**src/rtl/car_switch_encoder.sv**
```systemverilog
// car_switch_encoder
// Producer side of the lamp command interface. Four raw dashboard switches
// are synchronised, debounced and encoded into one mode. Every mode change
// holds all command lines low for GAP_CYCLES before the new command appears.
// Optional feature macro: BRAKE_PRIORITY_EN (brake wins over other inputs
// instead of producing CONFLICT).
module car_switch_encoder #(
  parameter int DEBOUNCE_CYCLES = 1000000,
  parameter int GAP_CYCLES      = 2
) (
  input  logic       clk,
  input  logic       rst,
  input  logic       swL,
  input  logic       swR,
  input  logic       swBrake,
  input  logic       swDoor,
  output logic       cmdL,
  output logic       cmdR,
  output logic       cmdBrake,
  output logic       cmdDoor,
  output logic [2:0] mode,
  output logic       mode_strobe,
  output logic       conflict
);

  localparam int CW = $clog2(DEBOUNCE_CYCLES);
  localparam int GW = (GAP_CYCLES > 1) ? $clog2(GAP_CYCLES) : 1;

  localparam logic [CW-1:0] DB_LAST  = CW'(DEBOUNCE_CYCLES - 1);
  localparam logic [CW-1:0] CNT_ONE  = CW'(1);
  localparam logic [CW-1:0] CNT_ZERO = CW'(0);
  localparam logic [GW-1:0] GAP_LAST = GW'(GAP_CYCLES - 1);
  localparam logic [GW-1:0] GAP_ONE  = GW'(1);
  localparam logic [GW-1:0] GAP_ZERO = GW'(0);

  localparam logic [2:0] MODE_IDLE     = 3'd0;
  localparam logic [2:0] MODE_LEFT     = 3'd1;
  localparam logic [2:0] MODE_RIGHT    = 3'd2;
  localparam logic [2:0] MODE_BRAKE    = 3'd3;
  localparam logic [2:0] MODE_DOOR     = 3'd4;
  localparam logic [2:0] MODE_CONFLICT = 3'd5;

  typedef enum logic [0:0] {
    ST_HOLD = 1'b0,
    ST_GAP  = 1'b1
  } state_t;

  // One-hot lamp command for a mode; IDLE and CONFLICT drive nothing.
  function automatic logic [3:0] mode_to_cmd(input logic [2:0] m);
    logic [3:0] c;
    case (m)
      MODE_LEFT:  c = 4'b0001;
      MODE_RIGHT: c = 4'b0010;
      MODE_BRAKE: c = 4'b0100;
      MODE_DOOR:  c = 4'b1000;
      default:    c = 4'b0000;
    endcase
    return c;
  endfunction

  // Bit order everywhere: {door, brake, right, left}.
  logic [3:0]         raw_s;
  logic [3:0]         sync1_q;
  logic [3:0]         sync2_q;
  logic [3:0]         stable_q;
  logic [3:0]         stable_d;
  logic [3:0][CW-1:0] cnt_q;
  logic [3:0][CW-1:0] cnt_d;
  logic [2:0]         target_s;

  state_t             state_q;
  logic [2:0]         mode_q;
  logic [2:0]         pend_q;
  logic [3:0]         cmd_q;
  logic               strobe_q;
  logic               conflict_q;
  logic [GW-1:0]      gap_cnt_q;

  assign raw_s = {swDoor, swBrake, swR, swL};

  // Two-flop synchroniser for the asynchronous switch inputs.
  always_ff @(posedge clk or posedge rst) begin
    if (rst) begin
      sync1_q <= 4'b0000;
      sync2_q <= 4'b0000;
    end else begin
      sync1_q <= raw_s;
      sync2_q <= sync1_q;
    end
  end

  // Debounce next state: a disagreement must persist DEBOUNCE_CYCLES evaluations.
  always_comb begin
    stable_d = stable_q;
    cnt_d    = cnt_q;
    for (int i = 0; i < 4; i++) begin
      if (sync2_q[i] == stable_q[i]) begin
        cnt_d[i] = CNT_ZERO;
      end else if (cnt_q[i] != DB_LAST) begin
        cnt_d[i] = cnt_q[i] + CNT_ONE;
      end else begin
        stable_d[i] = sync2_q[i];
        cnt_d[i]    = CNT_ZERO;
      end
    end
  end

  // Debounce state registers.
  always_ff @(posedge clk or posedge rst) begin
    if (rst) begin
      stable_q <= 4'b0000;
      cnt_q    <= {(4*CW){1'b0}};
    end else begin
      stable_q <= stable_d;
      cnt_q    <= cnt_d;
    end
  end

  // Encode the stable switch vector into the requested mode.
  always_comb begin
    target_s = MODE_CONFLICT;
    case (stable_q)
      4'b0000: target_s = MODE_IDLE;
      4'b0001: target_s = MODE_LEFT;
      4'b0010: target_s = MODE_RIGHT;
      4'b0100: target_s = MODE_BRAKE;
      4'b1000: target_s = MODE_DOOR;
      default: begin
`ifdef BRAKE_PRIORITY_EN
        if (stable_q[2]) begin
          target_s = MODE_BRAKE;
        end else begin
          target_s = MODE_CONFLICT;
        end
`else
        target_s = MODE_CONFLICT;
`endif
      end
    endcase
  end

  // Mode FSM: blank all commands for GAP_CYCLES, then apply the settled target.
  always_ff @(posedge clk or posedge rst) begin
    if (rst) begin
      state_q    <= ST_HOLD;
      mode_q     <= MODE_IDLE;
      pend_q     <= MODE_IDLE;
      cmd_q      <= 4'b0000;
      strobe_q   <= 1'b0;
      conflict_q <= 1'b0;
      gap_cnt_q  <= GAP_ZERO;
    end else begin
      strobe_q <= 1'b0;
      case (state_q)
        ST_HOLD: begin
          if (target_s != mode_q) begin
            state_q   <= ST_GAP;
            cmd_q     <= 4'b0000;
            gap_cnt_q <= GAP_ZERO;
            pend_q    <= target_s;
          end else begin
            state_q <= ST_HOLD;
          end
        end
        ST_GAP: begin
          if (target_s != pend_q) begin
            // Target moved during the gap: restart the gap for the latest one.
            pend_q    <= target_s;
            gap_cnt_q <= GAP_ZERO;
          end else if (gap_cnt_q == GAP_LAST) begin
            mode_q     <= pend_q;
            cmd_q      <= mode_to_cmd(pend_q);
            conflict_q <= (pend_q == MODE_CONFLICT);
            // A target that bounced back to the current mode restores the
            // command but is not a new mode, so no strobe.
            strobe_q   <= (pend_q != mode_q);
            state_q    <= ST_HOLD;
          end else begin
            gap_cnt_q <= gap_cnt_q + GAP_ONE;
          end
        end
        default: begin
          state_q <= ST_HOLD;
          cmd_q   <= 4'b0000;
        end
      endcase
    end
  end

  assign cmdL        = cmd_q[0];
  assign cmdR        = cmd_q[1];
  assign cmdBrake    = cmd_q[2];
  assign cmdDoor     = cmd_q[3];
  assign mode        = mode_q;
  assign mode_strobe = strobe_q;
  assign conflict    = conflict_q;

endmodule
```
**config.mk**
```make
export PLATFORM = sky130hd
export DESIGN_NAME = car_switch_encoder
export DESIGN_NICKNAME = d
export VERILOG_FILES = /design/src/rtl/car_switch_encoder.sv
export SDC_FILE = /design/constraint.sdc
export NUM_CORES = 1
export LEC_CHECK = 0
export BUFFER_PORTS_ARGS = -buffer_cell sky130_fd_sc_hd__buf_4
export CAP_MARGIN = 20
export CORE_MARGIN = 5
export CORE_UTILIZATION = 55
export CTS_BUF_LIST = sky130_fd_sc_hd__clkbuf_8
export CTS_CLUSTER_SIZE = 25
export DETAILED_ROUTE_END_ITERATION = 8
export GPL_ROUTABILITY_DRIVEN = 0
export PLACE_DENSITY_LB_ADDON = 0.15
export SLEW_MARGIN = 5
export SYNTH_ARGS = -nofsm -noshare
export SYNTH_HDL_FRONTEND = slang
export SYNTH_SLANG_ARGS = --single-unit
```
**constraint.sdc**
```tcl
create_clock -name clk -period 4.04 [get_ports clk]
set_clock_uncertainty 0.05 [all_clocks]
set_input_delay 0.202 -clock clk [delete_from_list [all_inputs] [get_ports clk]]
set_output_delay 0.202 -clock clk [all_outputs]
set_load 0.02 [all_outputs]
```
---- Word-level counts from Yosys, hierarchy flattened ----
Index checks and enable logic that the tools add are counted.
operators by class
  $add $sub $neg .......................... 5
  multipliers ............................. 0
  div/mod/pow operators ................... 0
  magnitude comparators ................... 0
  equality and inequality tests ........... 24
  shift operators ......................... 0
  muxes and demuxes ....................... 28
  bitwise gates (word level) .............. 10
  reductions and logical operators ........ 8
operator list
  cell                                                                     count
  20-bit 2-to-1 mux                                                        8
  20-bit by 1-bit adder with 20-bit output, second input constant          4
  20-bit inequality test, second input constant                            4
  4-bit case mux with 4 select lines                                       1
  3-bit case mux with 5 select lines                                       1
  4-bit 2-to-1 mux                                                         3
  1-bit NOT                                                                10
  2-bit AND reduction                                                      5
  1-bit 2-to-1 mux                                                         9
  3-bit inequality test                                                    3
  4-bit case mux with 2 select lines                                       1
  3-bit by 2-bit equality test with 1-bit output, second input constant    2
  3-bit equality test, second input constant                               2
  3-bit 2-to-1 mux                                                         2
  3-bit case mux with 2 select lines                                       1
  3-bit AND reduction                                                      2
  1-bit equality test                                                      4
  4-bit by 1-bit equality test with 1-bit output, second input constant    1
  4-bit by 2-bit equality test with 1-bit output, second input constant    1
  4-bit by 3-bit equality test with 1-bit output, second input constant    1
  4-bit equality test, second input constant                               1
  4-bit zero test                                                          1
  2-bit by 1-bit inequality test with 1-bit output, second input constant  2
  2-bit inequality test, second input constant                             2
  3 further kinds                                                          4
word-level totals
  register bits ........................... 106
  latch bits .............................. 0
  RAM bits ................................ 0
  memory bits (read-only) ................. 0
  output and inout port bits .............. 9
  word-level logic and storage cells ...... 92
  memories kept ........................... 0

---- Longest topological paths before layout ----
Gate-level depths: netlist of run 1.
  depth after elaboration ................. 5
  mapped depth ............................ 8

---- Least setup slack after synthesis of run 1 ----
No wires, ideal clock.
  path type ............................... reg-to-reg
  start ................................... register stable_q[2]
  end ..................................... register conflict_q, in the netlist conflict
  library setup time ...................... 125 ps
  arrival time ............................ 1923 ps
  required time ........................... 3865 ps
  slack ................................... 1942 ps
  cell stages (with the launch flop) ...... 8
  buffers on the path ..................... 1
  period minus slack after synthesis ...... 2098 ps
  path through ............................ dfrtp_1 -> or2_2 -> or4_1 -> o211ai_1 -> and3_1 -> and2_1 -> buf_4 -> mux2_4
between the ends
  word-level cells in the longest chain between the ends .. 5
  elaborated cells on any way between the ends .. 9
  those cells by class .................... eq/ne (5); mux (1); bitwise (1); reduce/logical (2)
ends and longest elaborated chain
  element                                            line  source
  start, declared                                    65    logic [3:0] stable_q;
  start signal, assigned                             114   stable_q <= stable_d;
  4-bit equality test, or another cell as far along  122   case (stable_q)
  3-bit case mux with 5 select lines (*)             122
  3-bit inequality test (*)                          166   if (target_s != pend_q) begin
  1-bit NOT (no line) (*)                            -
  3-bit AND reduction (no line) (*)                  -
  end signal, assigned                               173   conflict_q <= (pend_q == MODE_CONFLICT);
  end, declared                                      76    logic conflict_q;
Every way passes the cells marked *; elsewhere a longest branch is shown, timed or not.
A chain may end at the register's enable or synchronous reset.

---- Worst setup path in the final report of run 1 ----
Same ends and word-level chain as after synthesis.

==> results of run 1 <==
## cells by family after synthesis
| kind of cell | after synthesis | synth area share [%] |
|---|---|---|
| AO/OA/AOI/OAI | 27 | 3.84 |
| XOR/XNOR | 77 | 13.5 |
| adder cells (fa/ha/maj) | 5 | 1.20 |
| buffers and inverters | 30 | 2.76 |
| flip-flops | 106 | 53.2 |
| multiplexers | 11 | 2.51 |
| AND/OR/NAND/NOR | 236 | 22.9 |
## report_power, final
group / leakage (nW) / switching [W] / total (W) / internal, W
Combinational: 0.821 / 0.0000430 / 0.0000626 / 0.0000196
Sequential: 1.45 / 0.0000117 / 0.00109 / 0.00107
Clock: 0.135 / 0.000357 / 0.000838 / 0.000481
## per-layer routing
layer	routed length, µm	share of wire, %	vias to the layer above	track usage (%)
met4	150	1.8	0	6.12
met1	4010	48	1630	21.7
li1	-	-	1679	-
met2	4070	48	32	27.3
met3	210	2.5	13	3.45
met5	0	0	-	0
## path summary, 6_finish.rpt
path	end	slack, ps
worst max-delay path	conflict	1600
worst min-delay path	sync2_q[2]	310
worst max register to register	conflict	1600
worst min register to register	sync2_q[2]	310
max in group asynchronous	gap_cnt_q	2490
min in group asynchronous	cnt_q[79]	540
## placed cells by master (no fill, tap or decap), types with 3 or more instances in the layout
cell type and count:
buf_4 16, nor4_1 11, nor3_1 8, nor2_1 92, nand4_1 10, o21ai_0 6, xnor2_1 32, nand3_1 37
bufinv_16 4, xor2_1 45, a21oi_1 6, mux2_2 8, and4_1 7, ha_1 4, dfrtp_1 106, inv_1 11
dlygate4sd3_1 5, nor4bb_1 3, inv_6 3, nand2_1 36, a32o_1 3, clkbuf_8 9, or2_2 5, nor2b_1 3
a21o_1 3, or3_1 7, and3_1 9
## through the flow
step	instances	hold slack [ps]	setup slack (ps)
after floorplan	492	183	999
after global placement	598	262	1700
after detailed placement	598	263	1620
after CTS	619	310	1610
after global routing	619	325	1450
final	619	308	1600
## registers in the layout, summed over array words and instances, names as in the netlist
register,count
stable_q,4
state_q,1
mode,3
sync2_q,4
cmd_q,4
cnt_q,80
sync1_q,4
pend_q,3
gap_cnt_q,1
conflict,1
mode_strobe,1
## final cells by class
type	instances	area share [%]
sequential	106	48.5
inverter	12	0.869
clock buffer	9	2.26
multi-input combinational	356	40.1
clock inverter	7	2.68
timing repair buffer	21	3.11
tap	108	2.47
## critical path, stage by stage, from the launching register on
cell	delay, ps
dfrtp_1	540
or2_2	350
or4_1	400
o211ai_1	140
and3_1	250
and2_1	280
mux2_4	320
==> flow_summary.toml, run 1 <==
[clock_tree]
cts_tree = "yes"
cts_buffer_depth = 2
h-tree-depth = 3
clock-sinks = 106
post_cts_buffers = 0
clk_pin_slew_ps = 100
cts_buffers = 9
clk_latency_ps = 360
cts-hold-fix-buffers = 5
postCtsResizedCells = 0
clockRootBuffer = "clkbuf_8"

[cells_and_area]
antenna_cells = 0
area_growth_pct = 9.74
fill_cells = 713
regArea_um2 = 2650
final_nets = 516
design_area_um2 = 5470
post-route-util_pct = 62.4
multi_input_area_um2 = 2190
drive_gt1_share_pct = 9.78

[critical_path]
timing.rr.start = "stable_q[2]"
reg2reg_depth = 6
required_ps = 4240
worstSetupStartpoint = "stable_q[2]"
cp.arrival_ps = 2640
critPathLaunchType = "flop"
crit_path_max_fanout = 14
end_kind = "flop"
worstSetupPathType = "reg -> reg"

[sta]
report.final.slew_viol_count = 0
hold_violations = 0
period_needed_ps = 2440
worst_pin_slew_ps = 886
rsz0062_at_grt = "false"
tns_ps = 0
slew_headroom_pct = 40.9
period_share_pct = 60.3
timing.fmax_mhz = 410
setup_viol = 0

[detailed_routing]
drt_iter0_drc = 149
vias = 3354
drc = 0
wl_per_cell_um = 13.6
viasPerCell = 5.42
ant_nets = 0
first_pass_iters = 4
drt-total-wl_um = 8450

[place]
postPlaceCellArea_um2 = 5150
dp_hpwl_um = 5550
port_buffers = 14

[status]
status = "finished clean"

[job]
max-cap-violations = 0

[hold_path]
hold_depth = 0
hold_path_class = "reg -> reg"
min_from = "sync1_q[2]"

[synth]
yosys.area.top_type = "dfrtp_1"
synthArstFlopShare_pct = 100
ys_top_cells_by_count = "dfrtp_1, nor2_1, xor2_1"
yosysUniqueCellTypes = 44
synth_warnings = 0
yosys.cell_count.top_type = "dfrtp_1"
syn_area_um2 = 4980
synth_flop_cell = "dfrtp_1"
ys_ff_latch = 106
syn_nets = 502
synthCells = 492
synth.area.top_cells = "dfrtp_1, xor2_1, nor2_1, xnor2_1, nand3_1"
synth_seq_area_share_pct = 53.2
syn_avg_cell_area_um2 = 10.1
synth_top_area_share_pct = 53.2
synth_edf_count = 0

[floorplanning]
die_w_um = 105
fp.dieH_um = 105
placementRows = 34
dieArea_um2 = 11100
start_util_pct = 56.9
ios = 15
coreArea_um2 = 8760

[global_routing]
antenna_found_initial = 0
grt_pass1_wl_um = 15500
grt_max_degree = 77
grt_use_total_pct = 16.6
overflow = 0
grt_pass1_vias = 3451

[power]
power.density_nw_per_um2 = 363
ir_drop_mv = 0.253
finalPower_w = 0.00199
p_leak_nw = 2.41
Note: power is estimated with default switching activity, not from simulation.
==> inputs of run 2 (changes only) <==
clock period = 2.1 ns   (was 4.04 ns; I/O delays follow)
==> run 2 against run 1 <==
Clock power grew 43%. First-iteration DRC count decreased by 8.7%. Sequential power increased by 92%. Clock-buffer cell count stayed put. Final cell count is 4.5% higher. Routed wire length rose by 3.5%. Global-route usage up 0.67 points. Sequential share of layout area decreased by 1.9 points.
==> flow_summary.toml, run 2 (synthesis results as in run 1) <==
[critical_path]
end_kind = "flop"
cp.arrival_ps = 2290
worstSetupPathType = "reg -> reg"
required_ps = 2300
rrSetupSlack_ps = 10
r2r-end = "conflict"
crit_path_max_fanout = 4
reg2reg_depth = 6
critPathLaunchType = "flop"
critPathCapture = "conflict"
worstSetupStartpoint = "stable_q[3]"
timing.rr.start = "stable_q[3]"

[detailed_routing]
drt-total-wl_um = 8740
drc = 0
drt_iter0_drc = 136
viasPerCell = 5.34
wl_per_cell_um = 13.5
first_pass_iters = 4
vias = 3453
ant_nets = 0

[cells_and_area]
largest_reg_flops = 80
layout_commonest_cell = "dfrtp_1"
final_cells = 647
final_cell_mix = "dfrtp_1, nor2_1, xor2_1, buf_4, nand3_1"
drive_gt1_share_pct = 16.0
fill_cells = 717
antenna_cells = 0
final_nets = 544
area_growth_pct = 14.4
largest-register = "cnt_q"

[place]
dp_hpwl_um = 5920
dp.cells = 622
port_buffers = 14

[floorplanning]
start_util_pct = 56.9
dieArea_um2 = 11100
placementRows = 34
ios = 15
coreArea_um2 = 8760
die_w_um = 105
fp.dieH_um = 105

[power]
p_sw_share_pct = 22.4
pwr-share-seq_pct = 61.0
p_leak_nw = 2.54
p_comb_share_pct = 4.1
pwr-share-clk_pct = 34.9
finalPower_w = 0.00342
power.density_nw_per_um2 = 601
power_switching_w = 0.000766
intPower_w = 0.00266
ir_drop_mv = 0.378

[sta]
period_share_pct = 99.3
whs_ps = 225
rsz0062_at_grt = "true"
hold_violations = 0
slew_headroom_pct = 65.9
setup_viol = 0
period_needed_ps = 2090
report.final.slew_viol_count = 0
worst_pin_slew_ps = 506
timing.fmax_mhz = 480

[clock_tree]
clk_latency_ps = 360
clk_pin_slew_ps = 100
cts_buffers = 9
cts_buffer_depth = 2
h-tree-depth = 3
clock-sinks = 106
cts_tree = "yes"
clockRootBuffer = "clkbuf_8"

[global_routing]
overflow = 0
grt_pass1_wl_um = 16000
grt_pass1_vias = 3549
grt_use_total_pct = 17.3
antenna_found_initial = 0
grt_max_degree = 67

[status]
status = "finished clean"

[job]
max-cap-violations = 0

[hold_path]
hold_path_class = "in -> async"
## run 2: worst min path at each step
stage | slack, ps | cells after the start | end | start
3_5_place_dp | 70 | 2 | cnt_q[76] | rst
3_3_place_gp | 70 | 2 | cnt_q[76] | rst
2_1_floorplan | 90 | 0 | sync1_q[0] | swL
6_report | 230 | 3 | cnt_q[72] | rst
5_1_grt | 230 | 3 | cnt_q[72] | rst
4_1_cts | 220 | 3 | cnt_q[72] | rst
## run 2: what timing repair did
action	in CTS	in global routing
endpoints found under the hold margin	19	0
setup buffers	1	3
resized for setup	1	18
setup endpoints to repair	6	70
hold buffers	5	0
pin swaps	1	6
## run 2: layout make-up
class | count | area (µm²) | area share, %
Clock buffer | 9 | 124 | 2.17
Clock inverter | 7 | 63.8 | 1.12
Inverter | 12 | 48.8 | 0.856
Multi-Input combinational cell | 356 | 2250 | 39.4
Sequential cell | 106 | 2660 | 46.6
Tap cell | 108 | 135 | 2.37
Timing Repair Buffer | 49 | 429 | 7.53
## run 2: through the flow
stage          utilization [%]  TNS (ps)  area [µm²]  setup slack, ps
4_1_cts                   64.1     -13.1        5620            -8.00
3_5_place_dp              61.3     -64.6        5370            -32.7
6_report                  65.1         0        5700             14.6
5_1_grt                   65.1      -176        5700            -85.5
2_1_floorplan                -         0        4990             1.63
3_3_place_gp              61.3     -8.60        5370            -8.60
## run 2: power by group through the flow
stage	combinational [W]	sequential, W	clock, W
floorplan	0.0000872	0.00212	0
global placement	0.000130	0.00213	0
detailed placement	0.000134	0.00213	0
CTS	0.000141	0.00209	0.00125
global route	0.000164	0.00209	0.00135
finish	0.000140	0.00209	0.00120
## run 2: critical path: stages (launching register included)
cell and delay, ps:
dfrtp_1 410, or2_4 260, or4_1 400, o211ai_1 140, and3_4 260, and2_4 160, mux2_4 290
## run 2: per-layer routing
metal | share of wire, % | global-route usage, % | vias to the layer above
met2 | 49 | 28.3 | 28
met5 | 0 | 0 | -
met1 | 48 | 22.9 | 1680
met4 | 0.59 | 5.48 | 0
met3 | 2.4 | 3.88 | 2
li1 | - | - | 1743
==> inputs of run 3 (changes only) <==
BUFFER_PORTS_ARGS = default   (was -buffer_cell sky130_fd_sc_hd__buf_4)
DONT_BUFFER_PORTS = 1   (was default)
==> run 3 against run 2 <==
The flow now finishes with violations (negative setup slack). Sequential share of layout area grew 0.10 points. Cell area shrank 0.22%. Sequential cell count unchanged. Final cell count down 0.62%. Worst hold slack gained 6.0 ps. Combinational power shrank 8%. Power increased by 0.42%. Critical endpoint is now cmd_q[1]. Highest routed layer unchanged.
==> flow_summary.toml, run 3 (synthesis results as in run 1) <==
[cells_and_area]
largest-register = "cnt_q"
antenna_cells = 0
final_nets = 540
final_cell_mix = "dfrtp_1, nor2_1, xor2_1, nand3_1, nand2_1"
largest_reg_flops = 80
drive_gt1_share_pct = 16.6
area_growth_pct = 14.1
layout_commonest_cell = "dfrtp_1"
post-route-util_pct = 64.9
design_area_um2 = 5690

[critical_path]
cpPeakStageDelay_ps = 430
worstSetupPathType = "reg -> reg"
crit_family = "simple AND/OR/NAND/NOR gates"
rrSetupSlack_ps = -7
cp.arrival_ps = 2320
critPathBufInv = 2
crit_path_max_fanout = 5
end_kind = "flop"
slowest_stage = "dfrtp_1"
critPathLaunchType = "flop"
timing.rr.start = "stable_q[2]"
required_ps = 2320
r2r-end = "cmd_q[1]"
crit_chain = "buf_6 -> or3b_4 -> a21oi_2 -> o211ai_1 -> and3_4 -> and2_4 -> buf_4 -> a32o_1"
reg2reg_depth = 8

[status]
failed_checks = "negative setup slack"
status = "finished, violations left"

[clock_tree]
h-tree-depth = 3
clockRootBuffer = "clkbuf_8"
clk_latency_ps = 370
clock-sinks = 106
cts_tree = "yes"
clk_pin_slew_ps = 110
cts_buffer_depth = 2
cts_buffers = 9

[sta]
period_share_pct = 100
timing.fmax_mhz = 475
hold_violations = 0
setup_viol = 2
slew_headroom_pct = 54.4
tns_ps = -10.1
report.final.slew_viol_count = 0
worst_pin_slew_ps = 683
period_needed_ps = 2110
rsz0062_at_grt = "true"
finalWorstSetupSlack_ps = -6.55

[job]
max-cap-violations = 0

[detailed_routing]
viasPerCell = 5.43
vias = 3490
ant_nets = 0
wl_per_cell_um = 13.8
first_pass_iters = 4
drt-total-wl_um = 8850
drt_iter0_drc = 87
drc = 0

[global_routing]
grt_pass1_wl_um = 15900
antenna_found_initial = 0
grt_use_total_pct = 17.0
grt_pass1_vias = 3522
grt_max_degree = 51
overflow = 0

[hold_path]
whs_endpoint = "sync1_q[1]"
min_from = "swR"
hold_path_class = "in -> reg"
hold_depth = 1

[floorplanning]
fp.dieH_um = 105
placementRows = 34
coreArea_um2 = 8760
ios = 15
dieArea_um2 = 11100
die_w_um = 105
start_util_pct = 56.9

[place]
postPlaceCellArea_um2 = 5300
post-place-ws_ps = -84.8
port_buffers = 0
dp_hpwl_um = 6150

[power]
power_switching_w = 0.000861
pwr-share-clk_pct = 35.5
p_comb_share_pct = 3.8
pwr-share-seq_pct = 60.7
power.density_nw_per_um2 = 605
intPower_w = 0.00258
p_leak_nw = 2.52
p_sw_share_pct = 25.0
ir_drop_mv = 0.480
finalPower_w = 0.00344
==> run 3: metrics by stage <==
step / hold slack, ps / std cells
after floorplan: 86.4 / 492
after global placement: 50.6 / 613
after detailed placement: 57.6 / 613
after CTS: 206 / 638
after global routing: 215 / 643
final: 231 / 643
==> run 3: what timing repair did <==
action                                 CTS  global route
gates cloned                             0             0
setup endpoints to repair                8            18
hold buffers                             5             0
pin swaps                                5            13
gates resized for setup                  4            18
endpoints found under the hold margin   34             0
buffers inserted                         4             5
==> run 3: cell type report <==
cell class	count	area, µm²
Clock buffer	9	124
Clock inverter	7	68.8
Fill cell	713	3070
Inverter	12	48.8
Multi-Input combinational cell	356	2260
Sequential cell	106	2660
Tap cell	108	135
Timing Repair Buffer	45	399
==> run 3: worst max path at each step <==
stage / end / slack (ps) / startpoint / cells past startpoint
3_3_place_gp: conflict / -10 / stable_q[3] / 6
2_1_floorplan: conflict / 2 / stable_q[2] / 7
6_report: cmd_q[1] / -7 / stable_q[2] / 8
4_1_cts: conflict / -10 / stable_q[3] / 6
3_5_place_dp: conflict / -80 / stable_q[3] / 6
5_1_grt: conflict / -80 / stable_q[2] / 8
==> run 3: worst reg2reg max path: cells and delay by family (launching register included) <==
family          cells  cell delay (ps)
compound gates      3              530
buf+inv             2              270
flops               1              430
simple gates        3              720
==> run 3: routing by layer <==
layer  GRT usage (%)  wire (µm)  part of all wire, %  vias up
met2            28.7       4440                   50       30
met1            21.9       4090                   46     1720
met4            4.20         97                  1.1        0
li1                -          -                    -     1732
met5               0          0                    0        -
met3            4.44        223                  2.5        8
==> run 3: power groups by stage <==
stage,combinational [W],clock (W),sequential (W)
3_3_place_gp,0.000122,0,0.00213
3_5_place_dp,0.000126,0,0.00213
5_1_grt,0.000151,0.00136,0.00209
2_1_floorplan,0.0000872,0,0.00212
4_1_cts,0.000134,0.00127,0.00209
6_report,0.000129,0.00122,0.00209
